===== src/rtl/uop_retire_tracker.sv =====
// Writeback-side micro-op group tracker: folds each decoded micro-op group back into
// one architectural retire event with atomic NZCV commit, flush discard and protocol checking.
module uop_retire_tracker #(
  parameter int         MAX_UOPS    = 4,
  parameter int         CNTW        = 3,
  parameter logic [3:0] FLAGS_RESET = 4'b0000
) (
  input  logic            clk,
  input  logic            reset,
  input  logic            ValidW,
  input  logic            uOpFirstW,
  input  logic            uOpLastW,
  input  logic            CondExW,
  input  logic            FlagWriteW,
  input  logic [3:0]      FlagsW,
  input  logic            KeepVW,
  input  logic [31:0]     PCW,
  input  logic            FlushW,
  output logic            RetireW,
  output logic [31:0]     RetirePCW,
  output logic [CNTW-1:0] RetireCntW,
  output logic [3:0]      ArchFlags,
  output logic            GroupActive,
  output logic            ProtocolErr
);

  typedef enum logic {
    S_IDLE  = 1'b0,
    S_GROUP = 1'b1
  } state_e;

  // Fold one micro-op's flag effect onto a base NZCV value; V may be carried through.
  function automatic logic [3:0] apply_flags(
    input logic [3:0] base,
    input logic       upd,
    input logic       keep_v,
    input logic [3:0] flags
  );
    logic [3:0] res;
    if (upd) begin
      res = {flags[3:1], (keep_v ? base[0] : flags[0])};
    end else begin
      res = base;
    end
    return res;
  endfunction

  localparam logic [CNTW-1:0] CNT_ONE = CNTW'(1);
  localparam logic [CNTW-1:0] CNT_MAX = CNTW'(MAX_UOPS);

  state_e          state_q, state_d;
  logic [CNTW-1:0] cnt_q, cnt_d;
  logic [31:0]     pc_q, pc_d;
  logic [3:0]      pend_q, pend_d;
  logic [3:0]      arch_q, arch_d;
  logic            retire_q, retire_d;
  logic [31:0]     retire_pc_q, retire_pc_d;
  logic [CNTW-1:0] retire_cnt_q, retire_cnt_d;
  logic            active_q, active_d;
  logic            err_q, err_d;

  logic            flag_upd_s;
  logic            start_s;
  logic            misplaced_s;
  logic [CNTW-1:0] cnt_inc_s;

  assign flag_upd_s = CondExW & FlagWriteW;
  assign cnt_inc_s  = cnt_q + CNT_ONE;

  // A micro-op starts a fresh group when nothing is open, or when a First arrives mid-group.
  always_comb begin
    start_s     = 1'b0;
    misplaced_s = 1'b0;
    case (state_q)
      S_IDLE: begin
        start_s     = 1'b1;
        misplaced_s = ~uOpFirstW;
      end
      S_GROUP: begin
        start_s     = uOpFirstW;
        misplaced_s = uOpFirstW;
      end
      default: begin
        start_s     = 1'b1;
        misplaced_s = 1'b1;
      end
    endcase
  end

  // Next-state, group bookkeeping and retire/commit decisions.
  always_comb begin
    state_d      = state_q;
    cnt_d        = cnt_q;
    pc_d         = pc_q;
    pend_d       = pend_q;
    arch_d       = arch_q;
    retire_d     = 1'b0;
    retire_pc_d  = retire_pc_q;
    retire_cnt_d = retire_cnt_q;
    err_d        = err_q;

    if (FlushW) begin
      state_d = S_IDLE;
      cnt_d   = {CNTW{1'b0}};
      pend_d  = arch_q;
    end else if (ValidW) begin
      if (misplaced_s) begin
        err_d = 1'b1;
      end else begin
        err_d = err_q;
      end

      if (start_s) begin
        // Any open group is abandoned; the new one is seeded from committed flags.
        if (uOpLastW) begin
          state_d      = S_IDLE;
          cnt_d        = {CNTW{1'b0}};
          arch_d       = apply_flags(arch_q, flag_upd_s, KeepVW, FlagsW);
          pend_d       = arch_d;
          retire_d     = 1'b1;
          retire_pc_d  = PCW;
          retire_cnt_d = CNT_ONE;
        end else begin
          state_d = S_GROUP;
          cnt_d   = CNT_ONE;
          pc_d    = PCW;
          pend_d  = apply_flags(arch_q, flag_upd_s, KeepVW, FlagsW);
        end
      end else begin
        if (uOpLastW) begin
          state_d      = S_IDLE;
          cnt_d        = {CNTW{1'b0}};
          arch_d       = apply_flags(pend_q, flag_upd_s, KeepVW, FlagsW);
          pend_d       = arch_d;
          retire_d     = 1'b1;
          retire_pc_d  = pc_q;
          retire_cnt_d = cnt_inc_s;
        end else if (cnt_inc_s == CNT_MAX) begin
          // A non-last micro-op filling the last slot can never be closed legally.
          state_d = S_IDLE;
          cnt_d   = {CNTW{1'b0}};
          pend_d  = arch_q;
          err_d   = 1'b1;
        end else begin
          cnt_d  = cnt_inc_s;
          pend_d = apply_flags(pend_q, flag_upd_s, KeepVW, FlagsW);
        end
      end
    end else begin
      state_d = state_q;
    end
  end

  assign active_d = (state_d == S_GROUP);

  // State and output registers.
  always_ff @(posedge clk or posedge reset) begin
    if (reset) begin
      state_q      <= S_IDLE;
      cnt_q        <= {CNTW{1'b0}};
      pc_q         <= 32'h0000_0000;
      pend_q       <= FLAGS_RESET;
      arch_q       <= FLAGS_RESET;
      retire_q     <= 1'b0;
      retire_pc_q  <= 32'h0000_0000;
      retire_cnt_q <= {CNTW{1'b0}};
      active_q     <= 1'b0;
      err_q        <= 1'b0;
    end else begin
      state_q      <= state_d;
      cnt_q        <= cnt_d;
      pc_q         <= pc_d;
      pend_q       <= pend_d;
      arch_q       <= arch_d;
      retire_q     <= retire_d;
      retire_pc_q  <= retire_pc_d;
      retire_cnt_q <= retire_cnt_d;
      active_q     <= active_d;
      err_q        <= err_d;
    end
  end

  assign RetireW     = retire_q;
  assign RetirePCW   = retire_pc_q;
  assign RetireCntW  = retire_cnt_q;
  assign ArchFlags   = arch_q;
  assign GroupActive = active_q;
  assign ProtocolErr = err_q;

endmodule


===== config.mk =====
export PLATFORM = sky130hd
export DESIGN_NAME = uop_retire_tracker
export DESIGN_NICKNAME = d
export VERILOG_FILES = /design/src/rtl/uop_retire_tracker.sv
export SDC_FILE = /design/constraint.sdc
export NUM_CORES = 1
export LEC_CHECK = 0
export ABC_AREA = 0
export ABC_CLOCK_PERIOD_IN_PS = 7530
export BUFFER_PORTS_ARGS = -buffer_cell sky130_fd_sc_hd__buf_2
export CAP_MARGIN = 20
export CORE_MARGIN = 4
export CORE_UTILIZATION = 56
export CTS_BUF_LIST = sky130_fd_sc_hd__clkbuf_4 sky130_fd_sc_hd__clkbuf_8
export CTS_CLUSTER_DIAMETER = 150
export DETAILED_ROUTE_END_ITERATION = 10
export HOLD_SLACK_MARGIN = 0.12
export PLACE_DENSITY = 0.87
export REMOVE_ABC_BUFFERS = 1
export SYNTH_ARGS = -nofsm -noshare
export SYNTH_HDL_FRONTEND = slang
export SYNTH_SLANG_ARGS = --single-unit
export TNS_END_PERCENT = 30

===== constraint.sdc =====
create_clock -name clk -period 7.53 [get_ports clk]
set_input_delay 1.1295 -clock clk [delete_from_list [all_inputs] [get_ports clk]]
set_output_delay 1.1295 -clock clk [all_outputs]
set_load 0.005 [all_outputs]

==> flow_metrics.env, run 1 <==
export IMPL_layout_drive_gt1_share_pct=40.3
export IMPL_final_area_um2=4340
export IMPL_crit_path_start_kind="primary input"
export IMPL_switchingPower_mw=0.290
export IMPL_synth_warnings=0
export IMPL_hold_path_class="reg -> reg"
export IMPL_slew_viol_final=0
export IMPL_drtAntennaViolNets=0
export IMPL_min_period_over_period_pct=35.8
export IMPL_postCtsSetupBuffers=0
export IMPL_fillers=505
export IMPL_io_buffers=86
export IMPL_grtUsageMet3_pct=3.96
export IMPL_cts_root_buf="clkbuf_8"
export IMPL_grtUsageMet2_pct=31.1
export IMPL_dieArea_um2=7990
export IMPL_synth_area_um2=3710
export IMPL_yosysUniqueCellTypes=43
export IMPL_chipWidth_um=89.4
export IMPL_endpoint_kind="flip-flop"
export IMPL_rows=29
export IMPL_cts_tree="built"
export IMPL_io_pins=87
export IMPL_synth_compound_area_share_pct=12.6
export IMPL_antenna_found_initial=0
export IMPL_power_density_nw_per_um2=245
export IMPL_numCtsBuffers=9
export IMPL_netlist_instances=310
export IMPL_insertion_delay_ps=340
export IMPL_yosys_area_share_adder_pct=1.01
export IMPL_grt_pass1_vias=2628
export IMPL_cts_htree_levels=3
export IMPL_core_area_um2=6390
export IMPL_clk_pin_slew_ps=80
export IMPL_status="completed"
export IMPL_die_height_um=89.4
export IMPL_layout_area_seq_um2=2030
export IMPL_drt_iter0_markers=109
export IMPL_irDropWorstVdd_mv=0.179
export IMPL_cts_resized=0
export IMPL_yosys_area_share_simple_pct=8.26
export IMPL_timing_hold_ws_ps=472
export IMPL_relSlewSlack_pct=52.9
export IMPL_cp_required_ps=7750
export IMPL_clock_sinks=81
export IMPL_multi_input_area_um2=1510
export IMPL_p_leak_nw=1.96
export IMPL_power_frac_seq_pct=52.3
export IMPL_grt_max_degree=82
export IMPL_critPathKind="in -> reg"
export IMPL_start_util_pct=58.1
export IMPL_first_pass_iters=4
export IMPL_synth_xor_area_share_pct=0.236
export IMPL_swShare_pct=27.3
export IMPL_p_clk_share_pct=29.7
export IMPL_dp_slack_ps=4490
export IMPL_gp_congestion=0.801
export IMPL_placed_area_um2=4120
export IMPL_synth_top_family_by_area="multiplexers"
export IMPL_grtUsageMet1_pct=26.0
export IMPL_overflow=0
export IMPL_maxCapViolCount=0
export IMPL_fin_setup_tns_ps=0
export IMPL_totalWireLength_um=7270
export IMPL_nets=440
export IMPL_max_freq_mhz=371
export IMPL_hpwl_um=4980
export IMPL_period_minus_slack_ps=2700
export IMPL_n_antenna_cell=0
export IMPL_worst_slew_pin_slew_ps=706
export IMPL_cts_hold_buf=0
export IMPL_synth_avg_cell_area_um2=12.0
export IMPL_cp_max_fo=47
export IMPL_finalSetupViolCount=0
export IMPL_ys_seq_area_share_pct=54.6
export IMPL_grt_first_pass_wirelength_um=11900
export IMPL_cp_arrival_ps=2920
export IMPL_setup_slack_ps=4830
export IMPL_power_total_mw=1.06
export IMPL_area_growth_pct=17.0
export IMPL_synth_seq_cells=81
export IMPL_drc=0
export IMPL_p_int_mw=0.773
export IMPL_top_usage_layer="met2"
export IMPL_vias=2603
export IMPL_grt_usage_pct=19.3
export IMPL_synthMuxAreaShare_pct=18.6
export IMPL_clockBufferDepth=2
export IMPL_drt_vias_per_instance=5.49
export IMPL_rsz0062_at_grt="no"
export IMPL_wl_per_cell_um=15.3
export IMPL_combPwrFrac_pct=18.0
export IMPL_skew_ps=4.19
export IMPL_hold_viol=0
-- flip-flops by register name, indices dropped and copies added (netlist names) --
name / flops
RetirePCW: 32
pc_q: 32
ArchFlags: 4
pend_q: 4
RetireCntW: 3
cnt_q: 3
GroupActive: 1
ProtocolErr: 1
RetireW: 1
-- layout make-up --
class / count / share of cell area (%)
multi-input cells: 205 / 34.9
well taps: 77 / 2.22
inverters: 5 / 0.634
clock buffers: 10 / 3.17
clock inverters: 6 / 1.33
flip-flops and latches: 81 / 46.7
repair buffers: 90 / 11.1
-- cell usage after synthesis, drive strengths merged --
cell	n	area, µm²
dfrtp	81	2030
a21oi	40	253
nor2	35	134
mux2i	33	330
mux2	32	360
buf	18	143
nand2	18	70.1
o21ai	7	35.0
a21o	5	37.5
a31oi	4	31.3
inv	4	17.5
a22oi	3	22.5
and3	3	18.8
ha	3	37.5
o211ai	3	22.5
a311o	2	20.0
nand3	2	10.0
nor2b	2	12.5
nor3	2	10.0
a211o	1	8.76
a311oi	1	8.76
a32o	1	10.0
a41o	1	10.0
and3b	1	8.76
clkbuf	1	3.75
clkinv	1	8.76
nand3b	1	7.51
nor3b	1	7.51
nor4	1	21.3
o31ai	1	7.51
or3	1	6.26
xor2	1	8.76
-- power groups by stage --
stage | logic (mW) | clock network [mW] | registers, mW
after floorplan | 0.115 | 0 | 0.559
after global placement | 0.185 | 0 | 0.559
after detailed placement | 0.193 | 0 | 0.564
after CTS | 0.193 | 0.321 | 0.556
after global routing | 0.217 | 0.342 | 0.565
final | 0.191 | 0.316 | 0.556
-- metal layers --
layer / part of all wire, % / wire [µm]
met5: 0 / 0
met2: 47 / 3430
met1: 45 / 3270
met3: 6.5 / 473
met4: 1.5 / 106
-- logic make-up after synthesis --
family | after synthesis
compound gates | 69
xor+xnor | 1
fa+ha+maj | 3
buf+inv | 24
flops | 81
mux | 65
simple gates | 67
-- cell usage in the layout, fill, tap and decap left out, types with 3 or more instances in the layout --
cell type | synthesis | routed
o211ai_1 | 3 | 3
a21oi_2 | 14 | 14
clkbuf_8 | 0 | 10
nand2_1 | 17 | 17
a21o_1 | 5 | 5
mux2i_1 | 33 | 33
nor2_1 | 34 | 34
a22oi_1 | 3 | 3
clkinv_2 | 0 | 5
dfrtp_1 | 81 | 81
and3_1 | 3 | 3
mux2_2 | 31 | 31
buf_4 | 7 | 3
o21ai_0 | 4 | 4
a21oi_1 | 26 | 26
o21ai_1 | 3 | 3
a31oi_1 | 3 | 3
buf_2 | 6 | 86
-- per-stage QoR --
stage	utilization [%]	std cells
CTS	67.5	473
global placement	64.5	457
global route	67.9	474
floorplan	-	291
finish	67.9	474
detailed placement	64.5	457
-- critical path, stage by stage --
cell,delay [ps]
buf_2,80
inv_1,40
ha_2,160
buf_4,310
nor4_4,340
buf_4,410
mux2_2,390
-- final timing paths --
check	start	end	slack (ps)	depth (start not counted)
max in group asynchronous	reset	pc_q[1]	6220	4
worst min register to register	RetireCntW[1]	RetireCntW[1]	470	2
worst max register to register	GroupActive	pc_q[18]	5290	5
worst min-delay path	RetireCntW[1]	RetireCntW[1]	470	2
worst max-delay path	uOpFirstW	pc_q[18]	4830	7
min in group asynchronous	reset	RetirePCW[24]	740	3
Note: power is estimated with default switching activity, not from simulation.
==> inputs of run 2 (changes only) <==
--- a/config.mk
+++ b/config.mk
@@ -6,16 +6,16 @@
 export NUM_CORES = 1
 export LEC_CHECK = 0
 export ABC_AREA = 0
-export ABC_CLOCK_PERIOD_IN_PS = 7530
+export ABC_CLOCK_PERIOD_IN_PS = 2200
 export BUFFER_PORTS_ARGS = -buffer_cell sky130_fd_sc_hd__buf_2
 export CAP_MARGIN = 20
 export CORE_MARGIN = 4
-export CORE_UTILIZATION = 56
+export CORE_UTILIZATION = 50
 export CTS_BUF_LIST = sky130_fd_sc_hd__clkbuf_4 sky130_fd_sc_hd__clkbuf_8
 export CTS_CLUSTER_DIAMETER = 150
 export DETAILED_ROUTE_END_ITERATION = 10
 export HOLD_SLACK_MARGIN = 0.12
-export PLACE_DENSITY = 0.87
+export PLACE_DENSITY = 0.82
 export REMOVE_ABC_BUFFERS = 1
 export SYNTH_ARGS = -nofsm -noshare
 export SYNTH_HDL_FRONTEND = slang
==> constraint.sdc (replaced) <==
create_clock -name clk -period 2.2 [get_ports clk]
set_input_delay 0.33 -clock clk [delete_from_list [all_inputs] [get_ports clk]]
set_output_delay 0.33 -clock clk [all_outputs]
set_load 0.005 [all_outputs]
==> run 2 against run 1 <==
Largest power group unchanged; critical endpoint is now pend_q[0]; non-clock buffer count grew 4; combinational power grew to 3.5 times the previous value; count of clock-buffer cells in the layout up 1; critical path type is now reg -> reg; critical path depth fell by 2; die area is 11% higher; first-iteration DRC count shrank 16%; largest cell class unchanged; core utilization fell by 6.6 points; sequential cell count is the same.
==> flow_metrics.env, run 2 (synthesis results as in run 1) <==
export IMPL_clk_pin_slew_ps=80
export IMPL_rows=31
export IMPL_critPathKind="reg -> reg"
export IMPL_irDropWorstVdd_mv=0.461
export IMPL_finalSetupViolCount=0
export IMPL_die_height_um=94.1
export IMPL_power_total_mw=3.68
export IMPL_core_area_um2=7210
export IMPL_totalWireLength_um=7460
export IMPL_cp_arrival_ps=2010
export IMPL_grt_pass1_vias=2601
export IMPL_insertion_delay_ps=340
export IMPL_crit_path_start_kind="flip-flop"
export IMPL_drtAntennaViolNets=0
export IMPL_grt_usage_pct=17.5
export IMPL_switchingPower_mw=0.992
export IMPL_power_density_nw_per_um2=831
export IMPL_period_minus_slack_ps=1780
export IMPL_chipWidth_um=94.1
export IMPL_cts_root_buf="clkbuf_8"
export IMPL_swShare_pct=27.0
export IMPL_cts_htree_levels=3
export IMPL_maxCapViolCount=0
export IMPL_area_growth_pct=19.3
export IMPL_gp_congestion=0.917
export IMPL_worst_slew_pin_slew_ps=727
export IMPL_drc=0
export IMPL_p_clk_share_pct=30.2
export IMPL_rsz0062_at_grt="no"
export IMPL_overflow=0
export IMPL_p_int_mw=2.69
export IMPL_fin_setup_tns_ps=0
export IMPL_vias=2647
export IMPL_max_freq_mhz=561
export IMPL_drt_iter0_markers=92
export IMPL_relSlewSlack_pct=51.4
export IMPL_postCtsSetupBuffers=0
export IMPL_io_buffers=86
export IMPL_cts_tree="built"
export IMPL_hpwl_um=5240
export IMPL_status="completed"
export IMPL_grtUsageMet2_pct=27.3
export IMPL_grt_max_degree=42
export IMPL_final_cell_mix="buf_2 (86), dfrtp_1 (81), nor2_1 (34), mux2i_1 (33), mux2_2 (31)"
export IMPL_fillers=610
export IMPL_cts_resized=0
export IMPL_mostFrequentLayoutCell="buf_2"
export IMPL_n_antenna_cell=0
export IMPL_layout_drive_gt1_share_pct=40.6
export IMPL_grtUsageMet3_pct=4.73
export IMPL_combPwrFrac_pct=18.0
export IMPL_slew_viol_final=0
export IMPL_io_pins=87
export IMPL_numCtsBuffers=9
export IMPL_top_usage_layer="met2"
export IMPL_dieArea_um2=8860
export IMPL_min_delay_path_depth=2
export IMPL_wl_per_cell_um=14.9
export IMPL_first_pass_iters=4
export IMPL_start_util_pct=51.4
export IMPL_grtUsageMet1_pct=23.3
export IMPL_power_frac_seq_pct=51.8
export IMPL_cts_hold_buf=1
export IMPL_antenna_found_initial=0
export IMPL_nets=444
export IMPL_min_period_over_period_pct=81.0
export IMPL_hold_path_class="in -> reg"
export IMPL_final_core_util_pct=61.4
export IMPL_p_leak_nw=1.99
export IMPL_timing_hold_ws_ps=225
export IMPL_cp_required_ps=2430
export IMPL_grt_first_pass_wirelength_um=12100
export IMPL_reg2regPathDepth=5
export IMPL_clockBufferDepth=2
export IMPL_drt_vias_per_instance=5.29
export IMPL_skew_ps=3.85
export IMPL_clock_sinks=81
export IMPL_cp_max_fo=6
export IMPL_endpoint_kind="flip-flop"
export IMPL_hold_viol=0
-- run 2: critical path, stage by stage (launching register included) --
cell and delay, ps:
dfrtp_1 440, ha_1 240, xor2_1 380, a311o_1 330, a21oi_1 60, a211o_1 220
-- run 2: power groups by stage --
stage,Sequential (mW),Clock (mW),Combinational [mW]
2_1_floorplan,1.91,0,0.394
3_3_place_gp,1.92,0,0.647
3_5_place_dp,1.93,0,0.672
4_1_cts,1.91,1.14,0.674
5_1_grt,1.94,1.22,0.742
6_report,1.90,1.11,0.661
-- run 2: cell type report --
type	instances	area, µm²	area share [%]
clock inverters	5	53.8	1.22
flip-flops and latches	81	2030	45.8
inverters	5	27.5	0.622
multi-input cells	205	1510	34.2
clock buffers	11	151	3.42
repair buffers	94	531	12.0
well taps	99	124	2.80
-- run 2: routing by layer --
metal	vias to the layer above	part of all wire (%)
li1	1279	-
met4	0	1.5
met1	1262	47
met3	14	6.1
met5	-	0
met2	92	45
-- run 2: final timing paths --
kind | slack (ps) | endpoint | start
setup / recovery | 420 | pend_q[0] | cnt_q[0]
hold / removal | 230 | pc_q[5] | PCW[5]
setup reg to reg | 420 | pend_q[0] | cnt_q[0]
hold reg to reg | 480 | RetireCntW[1] | RetireCntW[1]
max in group asynchronous | 940 | pc_q[30] | reset
min in group asynchronous | 620 | RetirePCW[0] | reset
-- run 2: stage by stage --
stage                     cells  worst slack (ps)  cell area [µm²]
after global routing        500               274             4430
after detailed placement    483               366             4210
after floorplan             291              -970             3560
after CTS                   500               416             4430
after global placement      483               427             4210
final                       500               417             4430
==> inputs of run 3 (changes only) <==
--- a/config.mk
+++ b/config.mk
@@ -6,7 +6,7 @@
 export NUM_CORES = 1
 export LEC_CHECK = 0
 export ABC_AREA = 0
-export ABC_CLOCK_PERIOD_IN_PS = 2200
+export ABC_CLOCK_PERIOD_IN_PS = 1460
 export BUFFER_PORTS_ARGS = -buffer_cell sky130_fd_sc_hd__buf_2
 export CAP_MARGIN = 20
 export CORE_MARGIN = 4
==> constraint.sdc (replaced) <==
create_clock -name clk -period 1.46 [get_ports clk]
set_input_delay 0.219 -clock clk [delete_from_list [all_inputs] [get_ports clk]]
set_output_delay 0.219 -clock clk [all_outputs]
set_load 0.005 [all_outputs]
==> run 3 against run 2 <==
The run now ends with negative setup slack left; core utilization up 6.1 points; worst setup slack lost 610 ps; clock skew increased by 4.9 ps; die area did not move; highest routed layer unchanged.
==> flow_metrics.env, run 3 (synthesis results as in run 1) <==
export IMPL_core_area_um2=7210
export IMPL_cp_required_ps=1700
export IMPL_clockBufferDepth=2
export IMPL_area_growth_pct=31.2
export IMPL_grt_first_pass_wirelength_um=13600
export IMPL_drt_met1_wl_um=3680
export IMPL_rr_endpoint="pc_q[4]"
export IMPL_hpwl_um=5510
export IMPL_cp_max_fo=32
export IMPL_status="finished with violations"
export IMPL_multi_input_area_um2=1550
export IMPL_dieArea_um2=8860
export IMPL_gp_congestion=0.850
export IMPL_rsz0062_at_grt="yes"
export IMPL_dp_cells=496
export IMPL_drt_iter0_markers=106
export IMPL_drc=0
export IMPL_wl_met2_um=3810
export IMPL_min_delay_path_depth=2
export IMPL_grt_max_degree=43
export IMPL_fillers=555
export IMPL_endpoint_kind="flip-flop"
export IMPL_skew_ps=8.79
export IMPL_clk_pin_slew_ps=90
export IMPL_overflow=0
export IMPL_finalSetupViolCount=36
export IMPL_r2r_slack_ps=-190
export IMPL_period_minus_slack_ps=1650
export IMPL_critPathKind="reg -> reg"
export IMPL_p_leak_nw=2.17
export IMPL_nets=488
export IMPL_drt_vias_per_instance=5.12
export IMPL_totalWireLength_um=8090
export IMPL_cts_tree="built"
export IMPL_hold_viol=0
export IMPL_final_area_um2=4870
export IMPL_rows=31
export IMPL_clock_sinks=81
export IMPL_n_antenna_cell=0
export IMPL_relSlewSlack_pct=63.9
export IMPL_crit_path_start_kind="flip-flop"
export IMPL_met3WireLength_um=497
export IMPL_r2r_start="GroupActive"
export IMPL_vias=2784
export IMPL_worstHoldStart="PCW[0]"
export IMPL_cts_root_buf="clkbuf_8"
export IMPL_first_pass_iters=5
export IMPL_setup_slack_ps=-195
export IMPL_final_cell_count_no_fill=544
export IMPL_io_buffers=86
export IMPL_layout_area_seq_um2=2030
export IMPL_antenna_found_initial=0
export IMPL_violations="negative setup slack"
export IMPL_worst_slew_pin_slew_ps=542
export IMPL_final_cell_mix="buf_2 (86), dfrtp_1 (81), nor2_1 (34), mux2i_1 (32), dlygate4sd3_1 (32)"
export IMPL_layout_drive_gt1_share_pct=40.7
export IMPL_numCtsBuffers=9
export IMPL_irDropWorstVdd_mv=0.746
export IMPL_power_total_mw=5.65
export IMPL_power_density_nw_per_um2=1160
export IMPL_insertion_delay_ps=350
export IMPL_min_period_over_period_pct=113
export IMPL_grt_pass1_vias=2898
export IMPL_timing_hold_ws_ps=151
export IMPL_wl_per_cell_um=14.9
export IMPL_die_height_um=94.1
export IMPL_start_util_pct=51.4
export IMPL_maxCapViolCount=0
export IMPL_cp_arrival_ps=1890
export IMPL_slew_viol_final=0
export IMPL_reg2regPathDepth=4
export IMPL_placed_area_um2=4310
export IMPL_final_core_util_pct=67.5
export IMPL_top_layer="met4"
export IMPL_io_pins=87
export IMPL_chipWidth_um=94.1
export IMPL_grt_usage_pct=19.3
export IMPL_mostFrequentLayoutCell="buf_2"
export IMPL_max_freq_mhz=604
export IMPL_drtAntennaViolNets=0
export IMPL_cts_htree_levels=3
export IMPL_whs_endpoint="pc_q[0]"
export IMPL_postCtsSetupBuffers=0
export IMPL_hold_path_class="in -> reg"
run 3: worst max-delay path by stage:
| stage | startpoint | to | cells after the start |
|---|---|---|---|
| global placement | GroupActive | pc_q[18] | 4 |
| detailed placement | GroupActive | pc_q[5] | 4 |
| finish | GroupActive | pc_q[4] | 4 |
| global route | GroupActive | pc_q[9] | 4 |
| floorplan | GroupActive | pc_q[0] | 3 |
| CTS | GroupActive | pc_q[19] | 4 |
run 3: report_power, final:
| part | internal (mW) | leakage (nW) | switching, mW |
|---|---|---|---|
| combinational | 0.610 | 1.13 | 0.502 |
| sequential | 2.64 | 0.949 | 0.237 |
| clock | 0.805 | 0.0960 | 0.861 |
run 3: cell type report:
type	instances	share of cell area, %
Clock inverter	7	1.64
Sequential cell	81	41.6
Inverter	5	0.565
Timing Repair Buffer	138	19.3
Tap cell	99	2.54
Multi-Input combinational cell	205	31.8
Clock buffer	9	2.54
run 3: per-layer routing:
metal,vias to the layer above,global-route usage (%)
met2,94,31.0
met3,9,4.89
met1,1321,25.9
li1,1360,-
met5,-,0
met4,0,5.78
run 3: what timing repair did:
action                     CTS  global route
hold buffers                31             1
resized for setup            1             6
hold endpoints to repair   111             1
pin swaps                    1             1
setup endpoints to repair   39            42
run 3: metrics by stage:
stage	TNS (ps)	setup WS [ps]
final	-6180	-195
after CTS	-6290	-202
after global routing	-7830	-236
after detailed placement	-6570	-196
after floorplan	-166640	-1710
after global placement	-5240	-156
run 3: worst max-delay path, stage by stage, from the launching register on:
cell	delay, ps
dfrtp_1	420
ha_4	190
nor4_4	310
buf_12	240
mux2_2	360
